`src/rtl/button_debounce_pkg.sv`:
```
// Shared definitions for the push-button conditioning path: FSM state
// encodings and the default stability window.
package button_debounce_pkg;

  typedef enum logic [1:0] {
    ST_IDLE_LOW  = 2'd0,
    ST_WAIT_HIGH = 2'd1,
    ST_IDLE_HIGH = 2'd2,
    ST_WAIT_LOW  = 2'd3
  } state_t;

  localparam int unsigned DEFAULT_STABLE_CYCLES = 4;

endpackage

```
`src/rtl/button_debounce_if.sv`:
```
// Button bundle: raw pin towards the debouncer, clean level and strobes back.
interface button_debounce_if;

  logic button_in;
  logic button_clean;
  logic press_pulse;
  logic release_pulse;

  // Button source / consumer side
  modport master (
    output button_in,
    input  button_clean,
    input  press_pulse,
    input  release_pulse
  );

  // Debouncer side
  modport slave (
    input  button_in,
    output button_clean,
    output press_pulse,
    output release_pulse
  );

endinterface

```
`src/rtl/button_debounce_sync_2ff.sv`:
```
// 1-bit two-flop synchroniser with asynchronous active-high clear.
module sync_2ff (
  input  logic clk,
  input  logic rst,
  input  logic d,
  output logic q
);

  logic s1;

  // Two-stage capture of the asynchronous input
  always_ff @(posedge clk or posedge rst) begin
    if (rst) begin
      s1 <= 1'b0;
      q  <= 1'b0;
    end else begin
      s1 <= d;
      q  <= s1;
    end
  end

endmodule

```
`src/rtl/button_debounce.sv`:
```
// Push-button debouncer: synchronises the raw pin, requires STABLE_CYCLES
// consecutive samples at a new level before accepting it, and emits a clean
// level plus one-cycle press/release strobes.
module button_debounce
  import button_debounce_pkg::*;
#(
  parameter int unsigned STABLE_CYCLES = DEFAULT_STABLE_CYCLES,
  parameter int unsigned CNT_W         = 4
) (
  input  logic           clk,
  input  logic           rst,
  button_debounce_if.slave bus
);

  localparam logic [CNT_W-1:0] CNT_LAST = CNT_W'(STABLE_CYCLES - 2);

  logic             s2;
  state_t           state;
  logic [CNT_W-1:0] cnt;
  logic             clean_q;
  logic             press_q;
  logic             release_q;

  sync_2ff u_sync (
    .clk (clk),
    .rst (rst),
    .d   (bus.button_in),
    .q   (s2)
  );

  // Qualification FSM with registered level and strobes; the entry edge into
  // a WAIT state counts as the first stable sample, hence the STABLE_CYCLES-2
  // terminal count.
  always_ff @(posedge clk or posedge rst) begin
    if (rst) begin
      state     <= ST_IDLE_LOW;
      cnt       <= '0;
      clean_q   <= 1'b0;
      press_q   <= 1'b0;
      release_q <= 1'b0;
    end else begin
      press_q   <= 1'b0;
      release_q <= 1'b0;
      case (state)
        ST_IDLE_LOW: begin
          if (s2) begin
            state <= ST_WAIT_HIGH;
            cnt   <= '0;
          end
        end
        ST_WAIT_HIGH: begin
          if (!s2) begin
            state <= ST_IDLE_LOW;
            cnt   <= '0;
          end else if (cnt == CNT_LAST) begin
            state   <= ST_IDLE_HIGH;
            cnt     <= '0;
            clean_q <= 1'b1;
            press_q <= 1'b1;
          end else begin
            cnt <= cnt + 1'b1;
          end
        end
        ST_IDLE_HIGH: begin
          if (!s2) begin
            state <= ST_WAIT_LOW;
            cnt   <= '0;
          end
        end
        ST_WAIT_LOW: begin
          if (s2) begin
            state <= ST_IDLE_HIGH;
            cnt   <= '0;
          end else if (cnt == CNT_LAST) begin
            state     <= ST_IDLE_LOW;
            cnt       <= '0;
            clean_q   <= 1'b0;
            release_q <= 1'b1;
          end else begin
            cnt <= cnt + 1'b1;
          end
        end
        default: begin
          state <= ST_IDLE_LOW;
          cnt   <= '0;
        end
      endcase
    end
  end

  assign bus.button_clean  = clean_q;
  assign bus.press_pulse   = press_q;
  assign bus.release_pulse = release_q;

endmodule

```
`src/flat_wrapper.sv`:
```
// flat-port wrapper written by rule: the top's interface ports become plain ports
module button_debounce_flat import button_debounce_pkg::*;
#(
  parameter int unsigned STABLE_CYCLES = DEFAULT_STABLE_CYCLES,
  parameter int unsigned CNT_W         = 4
)
  (clk, rst, bus_button_in, bus_button_clean, bus_press_pulse, bus_release_pulse);
  button_debounce_if bus_i ();
  input  logic clk;
  input  logic rst;
  input wire logic [$bits(bus_i.button_in)-1:0] bus_button_in;
  output wire logic [$bits(bus_i.button_clean)-1:0] bus_button_clean;
  output wire logic [$bits(bus_i.press_pulse)-1:0] bus_press_pulse;
  output wire logic [$bits(bus_i.release_pulse)-1:0] bus_release_pulse;
  assign bus_i.button_in = bus_button_in;
  assign bus_button_clean = bus_i.button_clean;
  assign bus_press_pulse = bus_i.press_pulse;
  assign bus_release_pulse = bus_i.release_pulse;
  button_debounce #(.STABLE_CYCLES(STABLE_CYCLES), .CNT_W(CNT_W)) u_core (.clk(clk), .rst(rst), .bus(bus_i));
endmodule
```
`config.mk`:
```
export PLATFORM = sky130hd
export DESIGN_NAME = button_debounce_flat
export DESIGN_NICKNAME = d
export VERILOG_FILES = /design/src/rtl/button_debounce_pkg.sv /design/src/rtl/button_debounce_if.sv /design/src/rtl/button_debounce_sync_2ff.sv /design/src/rtl/button_debounce.sv /design/src/flat_wrapper.sv
export SDC_FILE = /design/constraint.sdc
export NUM_CORES = 1
export LEC_CHECK = 0
export ABC_AREA = 1
export ABC_CLOCK_PERIOD_IN_PS = 1540
export BUFFER_PORTS_ARGS = -buffer_cell sky130_fd_sc_hd__buf_2
export CAP_MARGIN = 0
export CELL_PAD_IN_SITES_DETAIL_PLACEMENT = 1
export CELL_PAD_IN_SITES_GLOBAL_PLACEMENT = 1
export CORE_AREA = 2 2 39 41
export DETAILED_ROUTE_END_ITERATION = 12
export DIE_AREA = 0 0 41 43
export GPL_TIMING_DRIVEN = 0
export PLACE_DENSITY = 0.67
export SLEW_MARGIN = 40
export SYNTH_ARGS = -nofsm -noshare
export SYNTH_HDL_FRONTEND = slang
export SYNTH_SLANG_ARGS = --single-unit
```
`constraint.sdc`:
```
create_clock -name clk -period 1.54 [get_ports clk]
set_input_delay 0.231 -clock clk [delete_from_list [all_inputs] [get_ports clk]]
set_output_delay 0.231 -clock clk [all_outputs]
set_load 0.005 [all_outputs]
```
==> flow_summary.json, run 1 <==
{
  "outcome": "complete, no violations",
  "start_util_pct": 36.3,
  "timing.slew.headroom_pct": 71.9,
  "switching_share_pct": 36.9,
  "max_cap_violations": 0,
  "antenna_found_initial": 0,
  "postCtsHoldBufs": 1,
  "grt_remaining_overflow": 0,
  "tightest_slew_ps": 421,
  "drive_gt1_share_pct": 20.6,
  "share_seq_of_total_power_pct": 48.3,
  "timing_max_transition_violations_final": 0,
  "most_frequent_cells_in_the_layout": "sky130_fd_sc_hd__nand2_1, sky130_fd_sc_hd__dfrtp_1, sky130_fd_sc_hd__inv_1",
  "hpwl_um": 637,
  "timing.setup.critical_path_class": "flip-flop to flip-flop",
  "max_root_sink_buffers": 2,
  "detail_route.vias_per_cell": 4.42,
  "final_layout_net_count": 74,
  "r2r_endpoint": "u_core.cnt[0]",
  "worstRegToRegCells": 7,
  "ctsHtreeMaxLevel": 1,
  "global_route.usage.total_pct": 12.8,
  "postPlaceCellArea_um2": 548,
  "synth-warning-count": 0,
  "fp.dieW_um": 41,
  "wire_length_of_the_first_global_routing_pass_um": 1440,
  "placement.io_buffers": 5,
  "number_of_global_route_vias_before_repair": 383,
  "drt-wirelength-per-cell_um": 10.2,
  "rsz0062_at_grt": "false",
  "worstPathMaxFanout": 5,
  "cts.sink_count": 11,
  "powerDensity_nw_per_um2": 1520,
  "worst_hold_path_type": "input pin to flip-flop",
  "irDropWorstVdd_v": 0.000726,
  "layout.cells.most_common": "sky130_fd_sc_hd__nand2_1",
  "finalWirelength_um": 859,
  "syn_std_cell_area_um2": 503,
  "core_area_um2": 1380,
  "worst_r2r_startpoint": "u_core.cnt[0]",
  "route.vias.total": 371,
  "row_count": 14,
  "leakagePower_nw": 0.349,
  "global_placer_s_final_weighted_congestion": 0.716,
  "cts_repair_resize_count": 0,
  "cts_setup_buffers": 0,
  "drtPass1Iterations": 4,
  "final_design_area_no_fill_um2": 584,
  "grt_max_degree": 12,
  "combPwrFrac_pct": 29.5,
  "syn_nets": 63,
  "syn2layout_area_growth_pct": 16.2,
  "min-delay-start": "bus_button_in",
  "maxClockFrequency_mhz": 795,
  "met3_wirelength_um": 20,
  "floorplan.die_area_um2": 1760,
  "post-route-drc-count": 0,
  "synth.yosys.seq_area_share_pct": 54.7,
  "finalSetupViolCount": 0,
  "internal-power_w": 0.000559,
  "final_min_period_over_clock_period_pct": 81.7,
  "crit_path_end_kind": "flip-flop",
  "boundaryPins": 6,
  "cts-buffers-inserted": 3,
  "met1_length_um": 439,
  "timing.reg2reg.setup_slack_ps": 280,
  "post-route-min-period_ps": 1260,
  "critPathRequiredTime_ps": 1750,
  "yosys_register_bits": 11,
  "timing.hold.worst_path_depth": 1,
  "cts_tree": "done",
  "die_y_um": 43,
  "topRoutingLayerUsed": "met3",
  "finalHoldViolations": 0,
  "insertedDiodeCount": 0,
  "postSynthAreaPerCell_um2": 8.67,
  "fin_setup_tns_ps": 0,
  "clkSlewWorstSetupHoldPaths_ps": 70,
  "capture_endpoint_of_the_worst_hold_path": "u_core.u_sync.s1",
  "p_switching_w": 0.000327,
  "synth.distinct_cells": 12,
  "worst_skew_pair.late_latency_ps": 260,
  "syn-instance-count": 58,
  "clock-skew-final_ps": 3.16,
  "route.antenna.remaining_nets": 0,
  "p_clk_share_pct": 22.2,
  "start_kind": "flip-flop",
  "cp.arrival_ps": 1470,
  "detail_route.iter0.violations": 2,
  "root_buffer": "sky130_fd_sc_hd__clkbuf_4",
  "met2_wirelength_um": 399
}
==> power by group through the flow <==
stage	sequential (W)	clock, W	combinational [W]
after floorplan	0.000421	0	0.000200
after global placement	0.000432	0	0.000259
after detailed placement	0.000434	0	0.000264
after CTS	0.000428	0.000205	0.000269
after global routing	0.000438	0.000216	0.000306
final	0.000428	0.000197	0.000261
==> how the worst max path moves through the flow <==
stage                              from       endpoint  slack (ps)  cells past startpoint
after detailed placement  u_core.cnt[0]  u_core.cnt[0]         290                      7
after global placement    u_core.cnt[0]  u_core.cnt[0]         310                      7
after CTS                 u_core.cnt[0]  u_core.cnt[0]         270                      7
after global routing      u_core.cnt[0]  u_core.cnt[0]         180                      7
after floorplan           u_core.cnt[0]  u_core.cnt[0]         470                      7
final                     u_core.cnt[0]  u_core.cnt[0]         280                      7
==> cell families after synthesis <==
family | Yosys count | share of synthesized area (%)
AND/OR/NAND/NOR | 31 | 27.6
buffers and inverters | 11 | 8.21
flip-flops | 11 | 54.7
XOR/XNOR | 2 | 3.48
adder cells (fa/ha/maj) | 2 | 4.97
AO/OA/AOI/OAI | 1 | 0.994
==> cells in the mapped netlist <==
cell,count,share of area (%)
sky130_fd_sc_hd__nand3_2,1,2.0
sky130_fd_sc_hd__nand3_1,1,0.99
sky130_fd_sc_hd__o21ai_1,1,0.99
sky130_fd_sc_hd__nand4_1,2,2.5
sky130_fd_sc_hd__dfrtp_1,11,55
sky130_fd_sc_hd__ha_1,2,5.0
sky130_fd_sc_hd__xor2_1,1,1.7
sky130_fd_sc_hd__nor2_2,4,5.0
sky130_fd_sc_hd__xnor2_1,1,1.7
sky130_fd_sc_hd__inv_1,10,7.5
sky130_fd_sc_hd__inv_2,1,0.75
sky130_fd_sc_hd__nand2_1,23,17
==> flip-flops by register name, indices dropped and copies added (netlist names), named ones only <==
register,cells
u_core.u_sync.q,1
u_core.bus.button_clean,1
u_core.bus.release_pulse,1
u_core.u_sync.s1,1
u_core.cnt,4
u_core.bus.press_pulse,1
u_core.state,1
==> per-layer routing <==
layer	vias up	GRT usage, %
met5	-	0
met4	0	8.00
met3	0	4.71
met2	3	17.5
met1	178	16.4
li1	190	-
==> metrics by stage <==
step                      power [W]  hold WS, ps  setup WS (ps)  instances  util [%]
after floorplan            0.000621         83.4            470         58         -
after global placement     0.000691          242            310         79      39.6
after detailed placement   0.000698          247            291         79      39.6
after CTS                  0.000902         63.5            274         84      42.2
after global routing       0.000960         61.2            177         84      42.2
final                      0.000887         71.6            282         84      42.2
==> critical path, cell delays in order (launching register included) <==
cell and delay [ps]:
sky130_fd_sc_hd__dfrtp_1 420, sky130_fd_sc_hd__inv_1 90, sky130_fd_sc_hd__ha_1 240, sky130_fd_sc_hd__nand2_1 80
sky130_fd_sc_hd__nand2_1 60, sky130_fd_sc_hd__nor2_2 170, sky130_fd_sc_hd__nand2_1 90, sky130_fd_sc_hd__nand2_1 60
==> final cells by class <==
class	instances	area [um2]
Fill cell	173	800
Tap cell	16	20.0
Timing Repair Buffer	6	35.0
Sequential cell	11	275
Inverter	11	41.3
Clock buffer	4	26.3
Multi-Input combinational cell	36	186
(Power assumes the default switching activity.)
==> inputs of run 2 (changes only) <==
--- a/config.mk
+++ b/config.mk
@@ -6,7 +6,7 @@
 export NUM_CORES = 1
 export LEC_CHECK = 0
 export ABC_AREA = 1
-export ABC_CLOCK_PERIOD_IN_PS = 1540
+export ABC_CLOCK_PERIOD_IN_PS = 1300
 export BUFFER_PORTS_ARGS = -buffer_cell sky130_fd_sc_hd__buf_2
 export CAP_MARGIN = 0
 export CELL_PAD_IN_SITES_DETAIL_PLACEMENT = 1
==> constraint.sdc (replaced) <==
create_clock -name clk -period 1.3 [get_ports clk]
set_input_delay 0.195 -clock clk [delete_from_list [all_inputs] [get_ports clk]]
set_output_delay 0.195 -clock clk [all_outputs]
set_load 0.005 [all_outputs]
==> run 2 against run 1 <==
Against the previous run: final area increased by 3.4%; core utilization increased by 1.4 points; sequential share of layout area decreased by 1.6 points; critical path depth unchanged; clock power increased by 19%; register-to-register slack got worse by 200 ps; critical endpoint unchanged; maximum frequency increased by 3.3%; via count increased by 1.6%; largest cell class unchanged; critical path type unchanged.
==> flow_summary.json, run 2 (same netlist as run 1, synthesis figures left out) <==
{
  "outcome": "complete, no violations",
  "capture_endpoint_of_the_worst_hold_path": "u_core.u_sync.s1",
  "seq_area_um2": 275,
  "timing.setup.critical_path_class": "flip-flop to flip-flop",
  "die_y_um": 43,
  "p_clk_share_pct": 21.2,
  "max_cap_violations": 0,
  "start_util_pct": 36.3,
  "critPathRequiredTime_ps": 1510,
  "crit_path_end_kind": "flip-flop",
  "internal-power_w": 0.000693,
  "detail_route.iter0.violations": 2,
  "timing.final.ws_setup_ps": 82.5,
  "global_route.usage.total_pct": 12.8,
  "final_min_period_over_clock_period_pct": 93.7,
  "switching_share_pct": 37.0,
  "root_buffer": "sky130_fd_sc_hd__clkbuf_4",
  "hpwl_um": 637,
  "worstRegToRegCells": 7,
  "core_area_um2": 1380,
  "syn2layout_area_growth_pct": 20.1,
  "drive_gt1_share_pct": 22.9,
  "critical-path-max-stage-delay_ps": 420,
  "cts_tree": "done",
  "powerDensity_nw_per_um2": 1820,
  "floorplan.die_area_um2": 1760,
  "antenna_found_initial": 0,
  "maxClockFrequency_mhz": 821,
  "finalHoldViolations": 0,
  "timing.critical_path.mode_cell": "sky130_fd_sc_hd__nand2_1",
  "clock-skew-final_ps": 3.47,
  "tightest_slew_ps": 422,
  "r2r_endpoint": "u_core.cnt[0]",
  "finalSetupViolCount": 0,
  "wire_length_of_the_first_global_routing_pass_um": 1440,
  "multi_input_comb_area_um2": 191,
  "number_of_global_route_vias_before_repair": 383,
  "combPwrFrac_pct": 32.7,
  "fp.dieW_um": 41,
  "drtPass1Iterations": 4,
  "p_switching_w": 0.000407,
  "ctsHtreeMaxLevel": 1,
  "min-delay-start": "bus_button_in",
  "cp.arrival_ps": 1430,
  "timing.slew.headroom_pct": 71.9,
  "insertedDiodeCount": 0,
  "timing.hold.worst_path_depth": 1,
  "worstPathMaxFanout": 5,
  "max_root_sink_buffers": 2,
  "total_power_w": 0.00110,
  "share_seq_of_total_power_pct": 46.1,
  "detail_route.vias_per_cell": 4.38,
  "cts.sink_count": 11,
  "final_design_area_no_fill_um2": 604,
  "worst_skew_pair.late_latency_ps": 260,
  "top_register": "u_core.cnt",
  "cts-buffers-inserted": 3,
  "postPlaceCellArea_um2": 548,
  "clkSlewWorstSetupHoldPaths_ps": 70,
  "drt-wirelength-per-cell_um": 10.4,
  "post-route-drc-count": 0,
  "layout.cells.most_common": "sky130_fd_sc_hd__nand2_1",
  "boundaryPins": 6,
  "filler_cell_count": 174,
  "row_count": 14,
  "route.vias.total": 377,
  "global_placer_s_final_weighted_congestion": 0.716,
  "most_frequent_cells_in_the_layout": "sky130_fd_sc_hd__nand2_1, sky130_fd_sc_hd__dfrtp_1, sky130_fd_sc_hd__inv_1",
  "cpMaxStageDelayCell": "sky130_fd_sc_hd__dfrtp_1",
  "finalWirelength_um": 892,
  "placement.io_buffers": 5,
  "final_layout_net_count": 76,
  "worst_hold_path_type": "input pin to flip-flop",
  "fin_setup_tns_ps": 0,
  "timing.reg2reg.setup_slack_ps": 80,
  "worst_r2r_startpoint": "u_core.cnt[0]",
  "grt_remaining_overflow": 0,
  "route.antenna.remaining_nets": 0,
  "path_cells": "inv_1, ha_1, nand2_1, nand2_1, nor2_4, nand2_1, nand2_1",
  "timing_max_transition_violations_final": 0,
  "post-route-min-period_ps": 1220,
  "largest_register_ff_count": 4,
  "placement.setup.worst_slack_ps": 50.8,
  "irDropWorstVdd_v": 0.000880,
  "leakagePower_nw": 0.360,
  "start_kind": "flip-flop",
  "grt_max_degree": 12
}
## run 2: power groups by stage
stage	clock network, W	registers, W	logic [W]
2_1_floorplan	0	0.000499	0.000237
3_3_place_gp	0	0.000512	0.000307
3_5_place_dp	0	0.000515	0.000312
4_1_cts	0.000243	0.000507	0.000319
5_1_grt	0.000256	0.000517	0.000417
6_report	0.000234	0.000507	0.000360
## run 2: metrics by stage
step / utilization, % / cells / hold WS (ps)
3_3_place_gp: 39.6 / 79 / 206
5_1_grt: 43.7 / 86 / 25.2
4_1_cts: 42.2 / 84 / 27.5
3_5_place_dp: 39.6 / 79 / 211
6_report: 43.7 / 86 / 35.6
2_1_floorplan: - / 58 / 47.4
## run 2: layout make-up
| cell class | instances | share of cell area, % |
|---|---|---|
| Clock buffer | 4 | 4.35 |
| Inverter | 11 | 6.83 |
| Multi-Input combinational cell | 36 | 31.7 |
| Sequential cell | 11 | 45.5 |
| Tap cell | 16 | 3.31 |
| Timing Repair Buffer | 8 | 8.28 |
## run 2: worst max path at each step
| stage | startpoint | endpoint | slack (ps) | cells after the start |
|---|---|---|---|---|
| 6_report | u_core.cnt[0] | u_core.cnt[0] | 80 | 7 |
| 5_1_grt | u_core.cnt[0] | u_core.cnt[2] | -7 | 7 |
| 4_1_cts | u_core.cnt[0] | u_core.cnt[0] | 30 | 7 |
| 3_5_place_dp | u_core.cnt[0] | u_core.cnt[0] | 50 | 7 |
| 3_3_place_gp | u_core.cnt[0] | u_core.cnt[0] | 70 | 7 |
| 2_1_floorplan | u_core.cnt[0] | u_core.cnt[0] | 230 | 7 |
## run 2: worst max-delay path, delay by kind of cell (launching register included)
family	cells	cell delay (ps)
AND/OR/NAND/NOR	5	430
flip-flops	1	420
adder cells (fa/ha/maj)	1	240
buffers and inverters	1	80
## run 2: repair_timing
action,4_1_cts,5_1_grt
buffers inserted,0,2
endpoints found under the setup margin,0,4
gates resized for setup,0,1
hold buffers,1,0
hold endpoints to repair,11,0
## run 2: layer usage
metal | up-vias | track usage (%) | wire length, um
li1 | 194 | - | -
met1 | 180 | 16.4 | 446
met2 | 3 | 17.5 | 425
met3 | 0 | 4.71 | 20
met4 | 0 | 8.00 | 0
met5 | - | 0 | 0
